<file path="config.mk">
export PLATFORM = sky130hd
export DESIGN_NAME = i2c_request_arbiter
export DESIGN_NICKNAME = d
export VERILOG_FILES = /design/src/rtl/i2c_request_arbiter.sv
export SDC_FILE = /design/constraint.sdc
export NUM_CORES = 1
export LEC_CHECK = 0
export CORE_ASPECT_RATIO = 0.75
export CORE_MARGIN = 2
export CORE_UTILIZATION = 40
export CTS_BUF_LIST = sky130_fd_sc_hd__clkbuf_16
export DETAILED_ROUTE_END_ITERATION = 12
export MAX_ROUTING_LAYER = met4
export PLACE_DENSITY = 0.68
export SLEW_MARGIN = 10
export SYNTH_ARGS = -nofsm -noshare
export SYNTH_HDL_FRONTEND = slang
export SYNTH_SLANG_ARGS = --single-unit
</file>
<file path="constraint.sdc">
create_clock -name clk -period 3 [get_ports clk]
set_input_delay 0.6 -clock clk [delete_from_list [all_inputs] [get_ports clk]]
set_output_delay 0.6 -clock clk [all_outputs]
set_load 0.05 [all_outputs]
</file>
<file path="src/rtl/i2c_request_arbiter.sv">
// i2c_request_arbiter: shares one I2C master -> result capture -> UART report
// path between decoded PC commands and a periodic temperature poll. Only one
// transaction is in flight at a time. The next grant waits for tx_complete.
//
// Build option: define AUTO_POLL_EN to include the poll counter, the poll flag
// and round-robin arbitration. Without it, only PC commands are served.
//
// state    | meaning
// ---------+----------------------------------------------------------
// IDLE     | waiting for a pending request; grant latches the command
// ISSUE    | i2c_start pulse, timeout counter loaded
// WAIT     | waiting for i2c_done or the timeout terminal count
// REPORT   | data_ready pulse with toPC_* valid
// TXWAIT   | waiting for the packet transmitter to finish

module i2c_request_arbiter #(
    parameter int unsigned POLL_PERIOD    = 50_000_000,
    parameter logic [7:0]  POLL_ADDR      = 8'h00,
    parameter logic [7:0]  POLL_MODE      = 8'h01,
    parameter int unsigned TIMEOUT_CYCLES = 1_000_000
) (
    input  logic        clk,
    input  logic        reset,
    input  logic        pc_req,
    output logic        pc_ready,
    input  logic [7:0]  pc_address,
    input  logic [7:0]  pc_mode,
    input  logic [15:0] pc_wdata,
    output logic        i2c_start,
    output logic [7:0]  i2c_address,
    output logic [7:0]  i2c_mode,
    output logic [15:0] i2c_wdata,
    input  logic        i2c_done,
    input  logic [15:0] i2c_rdata,
    input  logic        i2c_ack_error,
    output logic        data_ready,
    output logic [7:0]  toPC_address,
    output logic [7:0]  toPC_mode,
    output logic [15:0] toPC_data,
    input  logic        tx_complete
);

    localparam logic [2:0] S_IDLE   = 3'd0;
    localparam logic [2:0] S_ISSUE  = 3'd1;
    localparam logic [2:0] S_WAIT   = 3'd2;
    localparam logic [2:0] S_REPORT = 3'd3;
    localparam logic [2:0] S_TXWAIT = 3'd4;

    localparam int unsigned TW = (TIMEOUT_CYCLES > 1) ? $clog2(TIMEOUT_CYCLES) : 1;
    localparam logic [TW-1:0] TMO_LOAD = TW'(TIMEOUT_CYCLES - 1);

    if (POLL_PERIOD == 0 || TIMEOUT_CYCLES == 0) begin : g_bad_params
        $error("i2c_request_arbiter: POLL_PERIOD and TIMEOUT_CYCLES must be nonzero");
    end

    logic [2:0]    state_q, state_d;
    logic          buf_valid_q, buf_valid_d;
    logic [7:0]    buf_addr_q, buf_addr_d;
    logic [1:0]    buf_op_q, buf_op_d;
    logic [15:0]   buf_wdata_q, buf_wdata_d;
    logic          pc_ready_q, pc_ready_d;
    logic          last_poll_q, last_poll_d;
    logic          src_poll_q, src_poll_d;
    logic [7:0]    i2c_addr_q, i2c_addr_d;
    logic [7:0]    i2c_mode_q, i2c_mode_d;
    logic [15:0]   i2c_wdata_q, i2c_wdata_d;
    logic [TW-1:0] tmo_cnt_q, tmo_cnt_d;
    logic [7:0]    rpt_addr_q, rpt_addr_d;
    logic [7:0]    rpt_mode_q, rpt_mode_d;
    logic [15:0]   rpt_data_q, rpt_data_d;

    logic poll_pending;
    logic grant_pc, grant_poll;
    logic accept;
    logic is_read;
    logic unused_mode_bits;

    // Only the op field of the PC mode byte carries meaning.
    assign unused_mode_bits = ^pc_mode[7:2];

`ifdef AUTO_POLL_EN
    localparam int unsigned PW = (POLL_PERIOD > 1) ? $clog2(POLL_PERIOD) : 1;
    localparam logic [PW-1:0] POLL_LAST = PW'(POLL_PERIOD - 1);

    logic [PW-1:0] poll_cnt_q, poll_cnt_d;
    logic          poll_flag_q, poll_flag_d;
    logic          poll_wrap;

    // Free-running poll counter; the flag saturates, so repeated wraps collapse.
    always_comb begin
        poll_wrap   = (poll_cnt_q == POLL_LAST);
        poll_cnt_d  = poll_wrap ? '0 : poll_cnt_q + 1'b1;
        poll_flag_d = (poll_flag_q && !grant_poll) || poll_wrap;
    end

    // Poll counter and request flag registers.
    always_ff @(posedge clk) begin
        if (reset) begin
            poll_cnt_q  <= '0;
            poll_flag_q <= 1'b0;
        end else begin
            poll_cnt_q  <= poll_cnt_d;
            poll_flag_q <= poll_flag_d;
        end
    end

    assign poll_pending = poll_flag_q;
`else
    assign poll_pending = 1'b0;
`endif

    // Round-robin between the two requesters; contested grants go to the one
    // not served last.
    always_comb begin
        grant_pc   = 1'b0;
        grant_poll = 1'b0;
        if (state_q == S_IDLE) begin
            if (poll_pending && !(buf_valid_q && last_poll_q)) begin
                grant_poll = 1'b1;
            end else if (buf_valid_q) begin
                grant_pc = 1'b1;
            end
        end
    end

    // Single-entry PC command buffer; accepts in any state while empty.
    always_comb begin
        accept      = pc_req && pc_ready_q;
        buf_valid_d = buf_valid_q;
        buf_addr_d  = buf_addr_q;
        buf_op_d    = buf_op_q;
        buf_wdata_d = buf_wdata_q;
        if (grant_pc) begin
            buf_valid_d = 1'b0;
        end
        if (accept) begin
            buf_valid_d = 1'b1;
            buf_addr_d  = pc_address;
            buf_op_d    = pc_mode[1:0];
            buf_wdata_d = pc_wdata;
        end
        pc_ready_d = !buf_valid_d;
    end

    // Transaction sequencing, timeout down-counter and report capture.
    always_comb begin
        state_d     = state_q;
        last_poll_d = last_poll_q;
        src_poll_d  = src_poll_q;
        i2c_addr_d  = i2c_addr_q;
        i2c_mode_d  = i2c_mode_q;
        i2c_wdata_d = i2c_wdata_q;
        tmo_cnt_d   = tmo_cnt_q;
        rpt_addr_d  = rpt_addr_q;
        rpt_mode_d  = rpt_mode_q;
        rpt_data_d  = rpt_data_q;
        is_read     = !i2c_mode_q[1];
        case (state_q)
            S_IDLE: begin
                if (grant_pc || grant_poll) begin
                    state_d     = S_ISSUE;
                    src_poll_d  = grant_poll;
                    last_poll_d = grant_poll;
                    if (grant_poll) begin
                        i2c_addr_d  = POLL_ADDR;
                        i2c_mode_d  = POLL_MODE;
                        i2c_wdata_d = 16'h0000;
                    end else begin
                        i2c_addr_d  = buf_addr_q;
                        i2c_mode_d  = {6'b000000, buf_op_q};
                        i2c_wdata_d = buf_wdata_q;
                    end
                end
            end
            S_ISSUE: begin
                tmo_cnt_d = TMO_LOAD;
                state_d   = S_WAIT;
            end
            S_WAIT: begin
                // A done arriving on the terminal-count cycle still counts as done.
                if (i2c_done) begin
                    state_d    = S_REPORT;
                    rpt_addr_d = i2c_addr_q;
                    rpt_mode_d = {i2c_ack_error, 1'b0, src_poll_q, 3'b000, i2c_mode_q[1:0]};
                    rpt_data_d = 16'h0000;
                    if (is_read && !i2c_ack_error) begin
                        rpt_data_d = i2c_mode_q[0] ? i2c_rdata : {8'h00, i2c_rdata[7:0]};
                    end
                end else if (tmo_cnt_q == '0) begin
                    state_d    = S_REPORT;
                    rpt_addr_d = i2c_addr_q;
                    rpt_mode_d = {1'b0, 1'b1, src_poll_q, 3'b000, i2c_mode_q[1:0]};
                    rpt_data_d = 16'h0000;
                end else begin
                    tmo_cnt_d = tmo_cnt_q - 1'b1;
                end
            end
            S_REPORT: begin
                state_d = S_TXWAIT;
            end
            S_TXWAIT: begin
                if (tx_complete) begin
                    state_d = S_IDLE;
                end
            end
            default: begin
                state_d = S_IDLE;
            end
        endcase
    end

    // All datapath and control registers; reset drops any buffered command.
    always_ff @(posedge clk) begin
        if (reset) begin
            state_q     <= S_IDLE;
            buf_valid_q <= 1'b0;
            buf_addr_q  <= 8'h00;
            buf_op_q    <= 2'b00;
            buf_wdata_q <= 16'h0000;
            pc_ready_q  <= 1'b1;
            last_poll_q <= 1'b1;
            src_poll_q  <= 1'b0;
            i2c_addr_q  <= 8'h00;
            i2c_mode_q  <= 8'h00;
            i2c_wdata_q <= 16'h0000;
            tmo_cnt_q   <= '0;
            rpt_addr_q  <= 8'h00;
            rpt_mode_q  <= 8'h00;
            rpt_data_q  <= 16'h0000;
        end else begin
            state_q     <= state_d;
            buf_valid_q <= buf_valid_d;
            buf_addr_q  <= buf_addr_d;
            buf_op_q    <= buf_op_d;
            buf_wdata_q <= buf_wdata_d;
            pc_ready_q  <= pc_ready_d;
            last_poll_q <= last_poll_d;
            src_poll_q  <= src_poll_d;
            i2c_addr_q  <= i2c_addr_d;
            i2c_mode_q  <= i2c_mode_d;
            i2c_wdata_q <= i2c_wdata_d;
            tmo_cnt_q   <= tmo_cnt_d;
            rpt_addr_q  <= rpt_addr_d;
            rpt_mode_q  <= rpt_mode_d;
            rpt_data_q  <= rpt_data_d;
        end
    end

    // Pulses are suppressed in a reset cycle even if the state says otherwise.
    assign i2c_start    = (state_q == S_ISSUE) && !reset;
    assign data_ready   = (state_q == S_REPORT) && !reset;
    assign pc_ready     = pc_ready_q;
    assign i2c_address  = i2c_addr_q;
    assign i2c_mode     = i2c_mode_q;
    assign i2c_wdata    = i2c_wdata_q;
    assign toPC_address = rpt_addr_q;
    assign toPC_mode    = rpt_mode_q;
    assign toPC_data    = rpt_data_q;

endmodule

</file>
==> results by group <==
Status
  – Status: completed

Detailed routing
  – Via count: slightly below 4000
  – Pre-Repair DR Iteration Count: 4
  – Routed wire per std cell: roughly 14 um
  – Antenna Nets Post-Route: 0
  – Avg Vias per Cell: 5.26
  – Number of DRC markers in iteration 0: between 300 and 400
  – # DRC: 0
  – Final WL: 10.8 mm

Placed design
  – HPWL after DPL: approximately 7.5 mm
  – Cell area after placement: 5610 um^2
  – GPL Wtd Cong: approximately 0.83
  – # port buffers: approximately 100

Timing
  – Tcrit/Tclk final: 0.857
  – Final hold slack: about 0.45 ns
  – Final setup viols: 0
  – RSZ-0062 raised after global routing: no
  – Setup_tns: 0 ns
  – Clk_skew: between 0.007 and 0.008 ns
  – Peak Freq: 389 MHz
  – Final Critical Period: between 2 and 3 ns
  – Max transition margin: 0.348
  – Final hold vios: 0
  – Final Max Tran Viols: 0
  – Slew at the pin closest to its max-slew limit: 0.976 ns

Synth
  – Post-synth EDFFs: 0
  – Synth unique cells: 60
  – Syn avg cell area: 8.73 um^2
  – Sequential share of the synthesized area: 0.468
  – Top_reg_cell synth: dfxtp_1
  – FF+latch count, synth: 105
  – Post-Syn Area: about 4500 um^2
  – Post-synth ARST share: 0
  – Post-Syn Instances: a little over 500
  – Yosys warns: 0

Clock network
  – CTS buffer count: 9
  – CTS tree: built
  – # hold bufs at CTS: 0
  – Post-CTS sizing: 0
  – CTS clk-pin slew, worst paths: 0.07 ns
  – Worst-skew pair later-pin latency: 0.34 ns
  – Setup Buffers After CTS: 0
  – Clock Sink Count: between 100 and 150
  – Htree depth: 3
  – CTS Buffer Depth: 2
  – Clock Root Buffer: clkbuf_16

Finish
  – Post-route cell area: ~5900 um^2
  – Fin nets: around 660
  – Ant diodes: 0
  – Share of post-route cells with drive strength above 1: 0.0817
  – Area grow syn2layout: 32.4%
  – Final Util: 0.543

Floorplanning
  – # rows: 33
  – Chip Width: around 130 um
  – Core area: between 10000 and 15000 um^2
  – Die ar.: about 12000 um^2
  – Initial core utilization: 0.410
  – I/O pin total: about 120
  – Die H: between 90 and 100 um

Worst setup path
  – CP endpoint kind: primary output
  – CP delay by family, top: simple AND/OR/NAND/NOR gates
  – CP max stage cell: or3b_2
  – Crit-path max FO: 17
  – WP data arrival: just under 2 ns
  – Critical path class: reg -> out
  – Startpoint Class: flip-flop
  – Critical path's largest stage delay: 0.69 ns
  – Critical Path RT: about 2.4 ns
  – Crit-path cells: or3b_2 > nor2_1 > buf_4
  – CP Buf/Inv Count: 1

Power and ir drop
  – Worst vdd ir: about 0.39 mV
  – Power density over cell area: around 740 nW/um^2
  – Overall Power: ~0.0044 W
  – Static Leak: roughly 2.1 nW

GRT
  – Initial antenna violation count: 0
  – Largest net degree at the start of global routing: 67
  – First-pass GRT wire length: 18.1 mm
  – Vias in the first global route: approximately 3700
  – GRT Overall Usage: 0.190
  – GRT Residual Overflow: 0

Min path
  – Hold Crit Class: reg -> reg

Flow run
  – Total of max-cap violations: 0
-- per-layer routing --
metal | share of wire | track usage | vias to the layer above | routed length, um
li1 | - | - | 1986 | -
met1 | 0.49 | 0.249 | 1867 | 5300
met2 | 0.45 | 0.296 | 95 | 4840
met3 | 0.054 | 0.0500 | 8 | 588
met4 | 0.0075 | 0.0430 | 0 | 81
met5 | 0 | - | - | 0
-- state kept, by name, summed over array words and instances, names as in the netlist --
| signal | count |
|---|---|
| buf_addr_q | 8 |
| buf_op_q | 2 |
| buf_valid_q | 1 |
| buf_wdata_q | 16 |
| i2c_address | 8 |
| i2c_mode | 2 |
| i2c_wdata | 16 |
| pc_ready | 1 |
| state_q | 3 |
| tmo_cnt_q | 20 |
| toPC_address | 8 |
| toPC_data | 16 |
| toPC_mode | 4 |
-- cell families (layout without fill, tap and decap cells) --
group,after synthesis,after routing,share of synthesized area
and+or+nand+nor,222,222,0.260
xor gates and xnor gates,1,1,0.00195
DFF,105,105,0.468
muxes,15,15,0.0335
buffers and inverters,49,138,0.0527
adders and majority gates,2,2,0.00557
AOI/OAI and AO/OA,119,119,0.177
other,1,10,0.000836
-- per-stage QoR --
stage | worst slack (ns) | instances
after global routing | 0.344 | 752
after floorplan | 0.118 | 523
final | 0.430 | 752
after CTS | 0.414 | 752
after detailed placement | 0.446 | 736
after global placement | 0.471 | 736
-- cell type report --
type,instances,area (um^2)
fill,1004,5000
clock inverter,7,104
multi-input combinational,369,2190
inverter,5,18.8
tap,140,175
clock buffer,9,225
timing repair buffer,117,1130
sequential,105,2100
-- synthesized netlist by cell type (2+ instances only) --
cell type	number	area share
dfxtp_1	105	0.47
mux2i_1	15	0.033
or3_2	2	0.0033
nor3b_1	3	0.0050
a211oi_1	8	0.013
a311oi_1	4	0.0078
o21ai_0	5	0.0056
and4_1	2	0.0039
nand2_1	118	0.099
ha_1	2	0.0056
nand4_1	5	0.0070
nand2b_1	23	0.032
nor3_1	10	0.011
nand3_1	3	0.0033
or4_1	3	0.0050
buf_2	9	0.010
clkbuf_1	22	0.018
inv_1	5	0.0042
buf_1	2	0.0017
nor4_4	3	0.014
a22o_1	16	0.031
nor4_1	6	0.0084
nor2_1	13	0.011
o22ai_1	3	0.0042
and2_1	4	0.0056
a21oi_1	56	0.062
nor4_2	2	0.0056
o211ai_1	4	0.0067
a31oi_1	7	0.0098
o311ai_0	2	0.0039
nor2b_1	2	0.0028
or2_2	2	0.0028
nand3b_1	2	0.0033
buf_4	11	0.018
or3_1	10	0.014
-- path summary, 6_finish.rpt --
kind / from / endpoint / slack, ns / cells past startpoint
max: state_q[0]$_SDFFE_PP0P_ / i2c_start / 0.43 / 3
min: buf_wdata_q[5]$_SDFFE_PP0P_ / i2c_wdata[5]$_SDFFE_PP0P_ / 0.45 / 2
max reg2reg: state_q[1]$_SDFFE_PP0P_ / tmo_cnt_q[8]$_SDFFE_PP0P_ / 0.75 / 4
min reg2reg: buf_wdata_q[5]$_SDFFE_PP0P_ / i2c_wdata[5]$_SDFFE_PP0P_ / 0.45 / 2
-- worst reg2reg max path: stages, from the launching register on --
cell and delay, ns:
dfxtp_1 0.55, nor3b_2 0.65, nand4_1 0.34, or3_2 0.48, a21boi_0 0.16
-- cells in the final DEF, fill, tap and decap left out, types with 7 or more instances in the layout --
| cell type | instances |
|---|---|
| nand2_1 | 118 |
| clkdlybuf4s50_1 | 101 |
| buf_4 | 15 |
| clkbuf_16 | 9 |
| a21oi_1 | 56 |
| a31oi_1 | 7 |
| mux2i_1 | 15 |
| a211oi_1 | 8 |
| conb_1 | 10 |
| or3_1 | 10 |
| dfxtp_1 | 105 |
| a22o_1 | 16 |
| nand2b_1 | 23 |
| nor3_1 | 10 |
| nor2_1 | 13 |
-- where the power goes --
| group | leakage, nW | total, W | internal (W) | switching (W) |
|---|---|---|---|---|
| Clock | 0.165 | 0.00128 | 0.000743 | 0.000534 |
| Combinational | 1.08 | 0.00149 | 0.000581 | 0.000912 |
| Sequential | 0.853 | 0.00165 | 0.00151 | 0.000139 |
Power figures use the tool's default switching activity.
